File: src/rtl/decode_stage_pkg.sv
// Shared definitions for the RV32I decode stage: opcodes, ALU function codes,
// immediate formats and the raw immediate extractor.
package decode_pkg;

   // Major opcodes (instr[6:0])
   localparam logic [6:0] OPC_LUI    = 7'b0110111;
   localparam logic [6:0] OPC_AUIPC  = 7'b0010111;
   localparam logic [6:0] OPC_JAL    = 7'b1101111;
   localparam logic [6:0] OPC_JALR   = 7'b1100111;
   localparam logic [6:0] OPC_BRANCH = 7'b1100011;
   localparam logic [6:0] OPC_LOAD   = 7'b0000011;
   localparam logic [6:0] OPC_STORE  = 7'b0100011;
   localparam logic [6:0] OPC_OPIMM  = 7'b0010011;
   localparam logic [6:0] OPC_OP     = 7'b0110011;

   // funct7 values accepted by R-type and shift-immediate encodings
   localparam logic [6:0] F7_BASE = 7'b0000000;
   localparam logic [6:0] F7_ALT  = 7'b0100000;

   // ALU function codes
   localparam logic [3:0] FC_ADD   = 4'd0;
   localparam logic [3:0] FC_SUB   = 4'd1;
   localparam logic [3:0] FC_SLL   = 4'd2;
   localparam logic [3:0] FC_SLT   = 4'd3;
   localparam logic [3:0] FC_SLTU  = 4'd4;
   localparam logic [3:0] FC_XOR   = 4'd5;
   localparam logic [3:0] FC_SRL   = 4'd6;
   localparam logic [3:0] FC_SRA   = 4'd7;
   localparam logic [3:0] FC_OR    = 4'd8;
   localparam logic [3:0] FC_AND   = 4'd9;
   localparam logic [3:0] FC_PASSB = 4'd10;

   typedef enum logic [2:0] {
      IMM_NONE,
      IMM_I,
      IMM_S,
      IMM_B,
      IMM_U,
      IMM_J
   } imm_fmt_e;

   // 32-bit sign-extended immediate for the given format; R-type/unknown give 0
   function automatic logic [31:0] imm32(input logic [31:0] w, input imm_fmt_e fmt);
      case (fmt)
         IMM_I:   return {{20{w[31]}}, w[31:20]};
         IMM_S:   return {{20{w[31]}}, w[31:25], w[11:7]};
         IMM_B:   return {{19{w[31]}}, w[31], w[7], w[30:25], w[11:8], 1'b0};
         IMM_U:   return {w[31:12], 12'b0};
         IMM_J:   return {{11{w[31]}}, w[31], w[19:12], w[20], w[30:21], 1'b0};
         default: return '0;
      endcase
   endfunction

endpackage

File: src/rtl/decode_stage_if.sv
// Fetch-side and execute-side handshake bundle of the decode stage.
// slave = the decode stage itself, master = the surrounding pipeline.
interface decode_stage_if #(
   parameter int XLEN   = 32,
   parameter int FC_W   = 4,
   parameter int RIDX_W = 5
);
   logic              IN_VALID;
   logic              IN_READY;
   logic [31:0]       INSTR;
   logic              OUT_VALID;
   logic              OUT_READY;
   logic [FC_W-1:0]   FC;
   logic              WREG;
   logic              WMEM;
   logic              RMEM;
   logic              BRANCH;
   logic              JUMP;
   logic              ALU_SRC;
   logic [2:0]        FUNCT3;
   logic [RIDX_W-1:0] RD;
   logic [RIDX_W-1:0] RS1;
   logic [RIDX_W-1:0] RS2;
   logic [XLEN-1:0]   IMM;
   logic              ILLEGAL;

   modport slave (
      input  IN_VALID, INSTR, OUT_READY,
      output IN_READY, OUT_VALID, FC, WREG, WMEM, RMEM, BRANCH, JUMP, ALU_SRC,
             FUNCT3, RD, RS1, RS2, IMM, ILLEGAL
   );

   modport master (
      output IN_VALID, INSTR, OUT_READY,
      input  IN_READY, OUT_VALID, FC, WREG, WMEM, RMEM, BRANCH, JUMP, ALU_SRC,
             FUNCT3, RD, RS1, RS2, IMM, ILLEGAL
   );
endinterface

File: src/rtl/decode_stage_comb.sv
// Purely combinational RV32I decoder: instruction word -> full decoded bundle.
module decode_comb
   import decode_pkg::*;
#(
   parameter int XLEN   = 32,
   parameter int FC_W   = 4,
   parameter int RIDX_W = 5
) (
   input  logic [31:0]       instr_i,
   output logic [FC_W-1:0]   fc_o,
   output logic              wreg_o,
   output logic              wmem_o,
   output logic              rmem_o,
   output logic              branch_o,
   output logic              jump_o,
   output logic              alu_src_o,
   output logic [2:0]        funct3_o,
   output logic [RIDX_W-1:0] rd_o,
   output logic [RIDX_W-1:0] rs1_o,
   output logic [RIDX_W-1:0] rs2_o,
   output logic [XLEN-1:0]   imm_o,
   output logic              illegal_o
);

   logic [6:0] opc;
   logic [6:0] f7;
   logic [2:0] f3;
   logic [4:0] rd;

   logic [3:0] fc;
   logic       wreg;
   logic       wmem;
   logic       rmem;
   logic       branch;
   logic       jump;
   logic       alu_src;
   logic       illegal;
   imm_fmt_e   fmt;

   assign opc = instr_i[6:0];
   assign rd  = instr_i[11:7];
   assign f3  = instr_i[14:12];
   assign f7  = instr_i[31:25];

   // Widen a 32-bit immediate to XLEN by replicating bit 31
   function automatic logic [XLEN-1:0] sext32(input logic [31:0] v);
      logic [XLEN-1:0] r;
      for (int i = 0; i < XLEN; i++) begin
         r[i] = (i < 32) ? v[i] : v[31];
      end
      return r;
   endfunction

   // ALU op for the register/immediate arithmetic group; alt selects SUB/SRA
   function automatic logic [3:0] alu_fc(input logic [2:0] f, input logic alt);
      case (f)
         3'b000:  return alt ? FC_SUB : FC_ADD;
         3'b001:  return FC_SLL;
         3'b010:  return FC_SLT;
         3'b011:  return FC_SLTU;
         3'b100:  return FC_XOR;
         3'b101:  return alt ? FC_SRA : FC_SRL;
         3'b110:  return FC_OR;
         default: return FC_AND;
      endcase
   endfunction

   // Classify the opcode, pick ALU op / enables / immediate format, flag illegal encodings
   always_comb begin
      fc      = FC_ADD;
      wreg    = 1'b0;
      wmem    = 1'b0;
      rmem    = 1'b0;
      branch  = 1'b0;
      jump    = 1'b0;
      alu_src = 1'b0;
      illegal = 1'b0;
      fmt     = IMM_NONE;
      case (opc)
         OPC_OP: begin
            wreg    = 1'b1;
            fc      = alu_fc(f3, f7[5]);
            // funct7 0100000 is only meaningful for SUB and SRA
            illegal = !((f7 == F7_BASE) ||
                        ((f7 == F7_ALT) && ((f3 == 3'b000) || (f3 == 3'b101))));
         end
         OPC_OPIMM: begin
            wreg    = 1'b1;
            alu_src = 1'b1;
            fmt     = IMM_I;
            // ADDI has no subtract form, so only shifts consult imm[10]
            fc      = alu_fc(f3, f7[5] & (f3 == 3'b101));
            if (f3 == 3'b001) begin
               illegal = (f7 != F7_BASE);
            end else if (f3 == 3'b101) begin
               illegal = !((f7 == F7_BASE) || (f7 == F7_ALT));
            end
         end
         OPC_LOAD: begin
            rmem    = 1'b1;
            wreg    = 1'b1;
            alu_src = 1'b1;
            fmt     = IMM_I;
            illegal = (f3 == 3'b011) || (f3 == 3'b110) || (f3 == 3'b111);
         end
         OPC_STORE: begin
            wmem    = 1'b1;
            alu_src = 1'b1;
            fmt     = IMM_S;
            illegal = (f3 > 3'b010);
         end
         OPC_BRANCH: begin
            branch  = 1'b1;
            fc      = FC_SUB;
            fmt     = IMM_B;
            illegal = (f3 == 3'b010) || (f3 == 3'b011);
         end
         OPC_JAL: begin
            jump    = 1'b1;
            wreg    = 1'b1;
            alu_src = 1'b1;
            fmt     = IMM_J;
         end
         OPC_JALR: begin
            jump    = 1'b1;
            wreg    = 1'b1;
            alu_src = 1'b1;
            fmt     = IMM_I;
            illegal = (f3 != 3'b000);
         end
         OPC_LUI: begin
            wreg    = 1'b1;
            alu_src = 1'b1;
            fc      = FC_PASSB;
            fmt     = IMM_U;
         end
         OPC_AUIPC: begin
            wreg    = 1'b1;
            alu_src = 1'b1;
            fmt     = IMM_U;
         end
         default: begin
            illegal = 1'b1;
         end
      endcase
   end

   // An illegal bundle still flows, but must not cause any side effect downstream
   assign fc_o      = illegal ? '0 : FC_W'(fc);
   assign wreg_o    = wreg & ~illegal & (rd != 5'd0);
   assign wmem_o    = wmem & ~illegal;
   assign rmem_o    = rmem & ~illegal;
   assign branch_o  = branch & ~illegal;
   assign jump_o    = jump & ~illegal;
   assign alu_src_o = alu_src & ~illegal;
   assign illegal_o = illegal;
   assign funct3_o  = f3;
   assign rd_o      = RIDX_W'(rd);
   assign rs1_o     = RIDX_W'(instr_i[19:15]);
   assign rs2_o     = RIDX_W'(instr_i[24:20]);
   assign imm_o     = sext32(imm32(instr_i, fmt));

endmodule

File: src/rtl/decode_stage.sv
// Registered, handshaked RV32I decode stage. One combinational decoder feeds an
// output register (OR) and a skid register (SK) so IN_READY depends only on state.
module decode_stage
   import decode_pkg::*;
#(
   parameter int XLEN   = 32,
   parameter int FC_W   = 4,
   parameter int RIDX_W = 5
) (
   input  logic           CLK,
   input  logic           RST,
   input  logic           FLUSH,
   decode_stage_if.slave  bus
);

   // Packed bundle: {FC, WREG, WMEM, RMEM, BRANCH, JUMP, ALU_SRC, FUNCT3, RD, RS1, RS2, IMM, ILLEGAL}
   localparam int BW = FC_W + 6 + 3 + 3 * RIDX_W + XLEN + 1;

   logic [FC_W-1:0]   dec_fc;
   logic              dec_wreg;
   logic              dec_wmem;
   logic              dec_rmem;
   logic              dec_branch;
   logic              dec_jump;
   logic              dec_alu_src;
   logic [2:0]        dec_funct3;
   logic [RIDX_W-1:0] dec_rd;
   logic [RIDX_W-1:0] dec_rs1;
   logic [RIDX_W-1:0] dec_rs2;
   logic [XLEN-1:0]   dec_imm;
   logic              dec_illegal;
   logic [BW-1:0]     dec_w;

   logic [BW-1:0]     or_q, or_d;
   logic [BW-1:0]     sk_q, sk_d;
   logic              or_vld_q, or_vld_d;
   logic              sk_vld_q, sk_vld_d;

   logic              in_ready;
   logic              accept;
   logic              or_free;

   decode_comb #(
      .XLEN   (XLEN),
      .FC_W   (FC_W),
      .RIDX_W (RIDX_W)
   ) u_comb (
      .instr_i   (bus.INSTR),
      .fc_o      (dec_fc),
      .wreg_o    (dec_wreg),
      .wmem_o    (dec_wmem),
      .rmem_o    (dec_rmem),
      .branch_o  (dec_branch),
      .jump_o    (dec_jump),
      .alu_src_o (dec_alu_src),
      .funct3_o  (dec_funct3),
      .rd_o      (dec_rd),
      .rs1_o     (dec_rs1),
      .rs2_o     (dec_rs2),
      .imm_o     (dec_imm),
      .illegal_o (dec_illegal)
   );

   assign dec_w = {dec_fc, dec_wreg, dec_wmem, dec_rmem, dec_branch, dec_jump, dec_alu_src,
                   dec_funct3, dec_rd, dec_rs1, dec_rs2, dec_imm, dec_illegal};

   // Ready only from registered state: a free skid slot guarantees room for one more word
   assign in_ready = ~sk_vld_q & ~RST;
   assign accept   = bus.IN_VALID & in_ready;
   // OR can take new content when empty or being consumed this cycle
   assign or_free  = ~or_vld_q | bus.OUT_READY;

   // Next-state of the two-entry buffer; flush beats move and accept
   always_comb begin
      or_vld_d = or_vld_q;
      or_d     = or_q;
      sk_vld_d = sk_vld_q;
      sk_d     = sk_q;
      if (FLUSH) begin
         or_vld_d = 1'b0;
         sk_vld_d = 1'b0;
      end else if (or_free) begin
         if (sk_vld_q) begin
            // older skid entry goes first; a new word refills the skid slot
            or_vld_d = 1'b1;
            or_d     = sk_q;
            sk_vld_d = accept;
            if (accept) begin
               sk_d = dec_w;
            end
         end else begin
            or_vld_d = accept;
            if (accept) begin
               or_d = dec_w;
            end
         end
      end else if (accept) begin
         sk_vld_d = 1'b1;
         sk_d     = dec_w;
      end
   end

   // Buffer registers; reset clears both valids and zeroes the visible bundle
   always_ff @(posedge CLK) begin
      if (RST) begin
         or_vld_q <= 1'b0;
         sk_vld_q <= 1'b0;
         or_q     <= '0;
         sk_q     <= '0;
      end else begin
         or_vld_q <= or_vld_d;
         sk_vld_q <= sk_vld_d;
         or_q     <= or_d;
         sk_q     <= sk_d;
      end
   end

   assign bus.IN_READY  = in_ready;
   assign bus.OUT_VALID = or_vld_q;
   assign {bus.FC, bus.WREG, bus.WMEM, bus.RMEM, bus.BRANCH, bus.JUMP, bus.ALU_SRC,
           bus.FUNCT3, bus.RD, bus.RS1, bus.RS2, bus.IMM, bus.ILLEGAL} = or_q;

endmodule
File: src/flat_wrapper.sv
// flat-port wrapper written by rule: the top's interface ports become plain ports
module decode_stage_flat import decode_pkg::*;
#(
   parameter int XLEN   = 32,
   parameter int FC_W   = 4,
   parameter int RIDX_W = 5
)
  (CLK, RST, FLUSH, bus_IN_VALID, bus_INSTR, bus_OUT_READY, bus_IN_READY, bus_OUT_VALID, bus_FC, bus_WREG, bus_WMEM, bus_RMEM, bus_BRANCH, bus_JUMP, bus_ALU_SRC, bus_FUNCT3, bus_RD, bus_RS1, bus_RS2, bus_IMM, bus_ILLEGAL);
  decode_stage_if #(.XLEN(XLEN), .FC_W(FC_W), .RIDX_W(RIDX_W)) bus_i ();
  input  logic CLK;
  input  logic RST;
  input  logic FLUSH;
  input wire logic [$bits(bus_i.IN_VALID)-1:0] bus_IN_VALID;
  input wire logic [$bits(bus_i.INSTR)-1:0] bus_INSTR;
  input wire logic [$bits(bus_i.OUT_READY)-1:0] bus_OUT_READY;
  output wire logic [$bits(bus_i.IN_READY)-1:0] bus_IN_READY;
  output wire logic [$bits(bus_i.OUT_VALID)-1:0] bus_OUT_VALID;
  output wire logic [$bits(bus_i.FC)-1:0] bus_FC;
  output wire logic [$bits(bus_i.WREG)-1:0] bus_WREG;
  output wire logic [$bits(bus_i.WMEM)-1:0] bus_WMEM;
  output wire logic [$bits(bus_i.RMEM)-1:0] bus_RMEM;
  output wire logic [$bits(bus_i.BRANCH)-1:0] bus_BRANCH;
  output wire logic [$bits(bus_i.JUMP)-1:0] bus_JUMP;
  output wire logic [$bits(bus_i.ALU_SRC)-1:0] bus_ALU_SRC;
  output wire logic [$bits(bus_i.FUNCT3)-1:0] bus_FUNCT3;
  output wire logic [$bits(bus_i.RD)-1:0] bus_RD;
  output wire logic [$bits(bus_i.RS1)-1:0] bus_RS1;
  output wire logic [$bits(bus_i.RS2)-1:0] bus_RS2;
  output wire logic [$bits(bus_i.IMM)-1:0] bus_IMM;
  output wire logic [$bits(bus_i.ILLEGAL)-1:0] bus_ILLEGAL;
  assign bus_i.IN_VALID = bus_IN_VALID;
  assign bus_i.INSTR = bus_INSTR;
  assign bus_i.OUT_READY = bus_OUT_READY;
  assign bus_IN_READY = bus_i.IN_READY;
  assign bus_OUT_VALID = bus_i.OUT_VALID;
  assign bus_FC = bus_i.FC;
  assign bus_WREG = bus_i.WREG;
  assign bus_WMEM = bus_i.WMEM;
  assign bus_RMEM = bus_i.RMEM;
  assign bus_BRANCH = bus_i.BRANCH;
  assign bus_JUMP = bus_i.JUMP;
  assign bus_ALU_SRC = bus_i.ALU_SRC;
  assign bus_FUNCT3 = bus_i.FUNCT3;
  assign bus_RD = bus_i.RD;
  assign bus_RS1 = bus_i.RS1;
  assign bus_RS2 = bus_i.RS2;
  assign bus_IMM = bus_i.IMM;
  assign bus_ILLEGAL = bus_i.ILLEGAL;
  decode_stage #(.XLEN(XLEN), .FC_W(FC_W), .RIDX_W(RIDX_W)) u_core (.CLK(CLK), .RST(RST), .FLUSH(FLUSH), .bus(bus_i));
endmodule
File: config.mk
export PLATFORM = sky130hd
export DESIGN_NAME = decode_stage_flat
export DESIGN_NICKNAME = d
export VERILOG_FILES = /design/src/rtl/decode_stage_pkg.sv /design/src/rtl/decode_stage_if.sv /design/src/rtl/decode_stage_comb.sv /design/src/rtl/decode_stage.sv /design/src/flat_wrapper.sv
export SDC_FILE = /design/constraint.sdc
export NUM_CORES = 1
export LEC_CHECK = 0
export ABC_AREA = 1
export ABC_CLOCK_PERIOD_IN_PS = 1400
export CORE_MARGIN = 4
export CORE_UTILIZATION = 48
export CTS_CLUSTER_SIZE = 40
export DETAILED_ROUTE_END_ITERATION = 10
export PLACE_DENSITY = 0.76
export SYNTH_ARGS = -nofsm -noshare
export SYNTH_HDL_FRONTEND = slang
export SYNTH_SLANG_ARGS = --single-unit
File: constraint.sdc
create_clock -name CLK -period 1.4 [get_ports CLK]
set_input_delay 0.28 -clock CLK [delete_from_list [all_inputs] [get_ports CLK]]
set_output_delay 0.28 -clock CLK [all_outputs]
set_load 0.02 [all_outputs]
==> out/summary.txt <==
outcome = finished, violations left
failing checks = setup timing
clock-pin slew on the worst setup and hold paths = 60 ps
share of layout cells above drive strength 1 = 33.93%
Hold Slack = 224.6 ps
EDFF count, synth = 0
Synth area leaders = dfxtp_1 42%, o21ai_0 11%, a21oi_1 8.9%, nand2_1 8.6%, nor2_1 5.8%
clk_skew = 8.006 ps
cells after synthesis = 822
die area = 14230 µm²
HP Class = input port to register
clk_lat worst skew = 430 ps
total gr overflow = 0
Area Overhead vs Synth = 57.15%
leak pwr = 4.134 nW
VDD IR-drop max = 1.018 mV
crit path to = u_core.sk_q[35]
placed cell area = 7697 µm²
drc violations = 0
Syn Nets = 859
CORE AREA = 12060 µm²
power consumption = 9.561 mW
Die Wd = 119.3 µm
CTS tree = built
Critical Path Source Type = input port
largest net degree at the start of global routing = 34
routed vias = 6826
row count = 40
Total GRT Usage = 27.85%
unrepaired setup endpoints after global routing = yes
final slew viol count = 0
cell internal pwr = 7.119 mW
ANT nets after route = 0
Initial Util = 49.28%
arrival time at the worst endpoint = 1910 ps
sw frac = 25.54%
Mapped Area = 5944 µm²
Reg2Reg Depth = 8
Crit. End Element = register
most frequent cells after synthesis = 136 x nand2_1, 132 x o21ai_0, 124 x dfxtp_1, 106 x a21oi_1, 92 x nor2_1
Final Net Count = 1035
design area = 9341 µm²
Slew @ Worst Pin = 677.9 ps
global-route wire length before repair = 31.86 mm
largest area contributor in the netlist = dfxtp_1
Root Driver = clkbuf_16
CTS sink cnt = 124
CTS max path bufs = 2
clock network fraction of total power = 49.0%
power per cell area = 1023 nW/µm²
FMAX = 640.0 MHz
slew margin rel. = 54.80%
drt pass-1 iters = 5
# diodes = 0
final setup fails = 99
Syn. warnings = 0
I/O Buffers = 99
sequential-to-total area share from yosys stat = 41.76%
Yosys cell types = 34
Post-synth ARST share = 0%
wire per inst = 18.86 µm
DRT iter0 DRCs = 850
Psw = 2.442 mW
via/cell ratio = 5.790
die height = 119.3 µm
post-synth top area share = 41.76%
max-cap viol count = 0
R2R setup slack = -130 ps
Max FO, Critical Path = 18
ys flop type = dfxtp_1
DRT Wirelength = 22.24 mm
Crit Path Class = input port to register
Mean Syn Cell Area = 7.232 µm²
Tcrit/Tclk final = 111.6%
combinational share of power = 12.4%
WP data required = 1750 ps
setup slack after layout = -162.4 ps
RePlAce Congestion = 0.8860
reg2reg end = u_core.sk_q[35]
Fin. Hold Viols = 0
Seq pwr share = 38.6%
Seq cells post-synth = 124
worst reg2reg startpoint = u_core.bus.OUT_VALID
Post-CTS Hold Fix Bufs = 0
Inserted Clock Buffers = 17
vias in the first global route = 6258
IO Count = 100
initial antenna violation count = 0
CP startpoint = bus_OUT_READY
H-tree depth = 4
cell with the most instances after synthesis = nand2_1
minimum clock period = 1562 ps
Detailed Place HPWL = 11.74 mm
[metrics by stage]
step / worst slack, ps / TNS (ps) / cells / util (%)
after floorplan: -88.99 / -4781 / 822 / -
after global placement: -816.6 / -75040 / 1116 / 63.82
after detailed placement: -846.8 / -77100 / 1116 / 63.82
after CTS: -61.89 / -159.2 / 1167 / 73.14
after global routing: -188.5 / -9802 / 1179 / 77.45
final: -162.4 / -4466 / 1179 / 77.45
[registers in the layout (all words and copies together) (netlist names)]
signal	count
u_core.bus.OUT_VALID	1
u_core.sk_vld_q	1
u_core.or_q	61
u_core.sk_q	61
[worst max-delay path, stage by stage]
cell and delay, ps:
clkdlybuf4s50_1 520, nor3_4 370, nand2_8 140, clkinv_8 110
buf_12 110, buf_16 140, o21ai_1 90, a21oi_1 150
[logic make-up after synthesis]
kind of cell | share of synthesized area (%)
flops | 41.76
buf+inv | 9.472
simple gates | 23.91
compound gates | 24.86
[cell type report]
type | count | area [µm²]
repair buffers | 214 | 2222
clock buffers | 18 | 429.2
repair inverters | 1 | 16.27
fillers | 791 | 2720
well taps | 168 | 210.2
multi-input cells | 579 | 3520
inverters | 61 | 264.0
flip-flops and latches | 124 | 2484
clock inverters | 14 | 196.4
[worst min-delay path by stage]
stage,startpoint,cells past startpoint,slack [ps],end
finish,bus_INSTR[12],3,220,u_core.or_q[48]
global route,bus_INSTR[12],3,220,u_core.or_q[48]
CTS,RST,4,330,u_core.sk_vld_q
detailed placement,u_core.sk_q[37],2,460,u_core.or_q[37]
global placement,u_core.sk_q[44],2,450,u_core.or_q[44]
floorplan,bus_INSTR[29],2,420,u_core.sk_q[10]
[routing by layer]
layer | wire [µm] | track usage (%) | up-vias | part of all wire [%]
li1 | - | - | 3103 | -
met1 | 8710 | 35.83 | 3200 | 39
met2 | 10480 | 44.86 | 429 | 47
met3 | 1881 | 5.508 | 94 | 8.5
met4 | 1167 | 12.96 | 0 | 5.2
met5 | 0 | 0 | - | 0
[layout by cell type, fill, tap and decap left out, drive strengths merged, types with 3 or more instances in the layout]
cell           instances
nand2                146
clkdlybuf4s50         18
o211ai                 4
clkinvlp               3
nor2                 103
clkinv                 9
nor3                   4
clkdlybuf4s15         36
a21oi                116
dfxtp                124
inv                   60
a31oi                 18
o21ai                137
nand3                 44
buf                  112
clkbuf                37
bufinv                 4
dlygate4sd2           26
dlymetal6s2s           3
[repair_timing]
item,4_1_cts,5_1_grt
gates resized for setup,184,193
setup endpoints to repair,181,158
cloned,9,7
endpoints found under the hold margin,0,0
buffers inserted,10,7
pin swaps,21,31
[power groups by stage]
stage	registers [mW]	logic, mW	clock network [mW]
finish	3.69	1.19	4.69
global route	3.70	1.25	4.87
CTS	3.68	1.08	4.68
detailed placement	3.76	1.03	0
global placement	3.76	1.03	0
floorplan	3.86	0.401	0
Note: power is estimated with default switching activity, not from simulation.
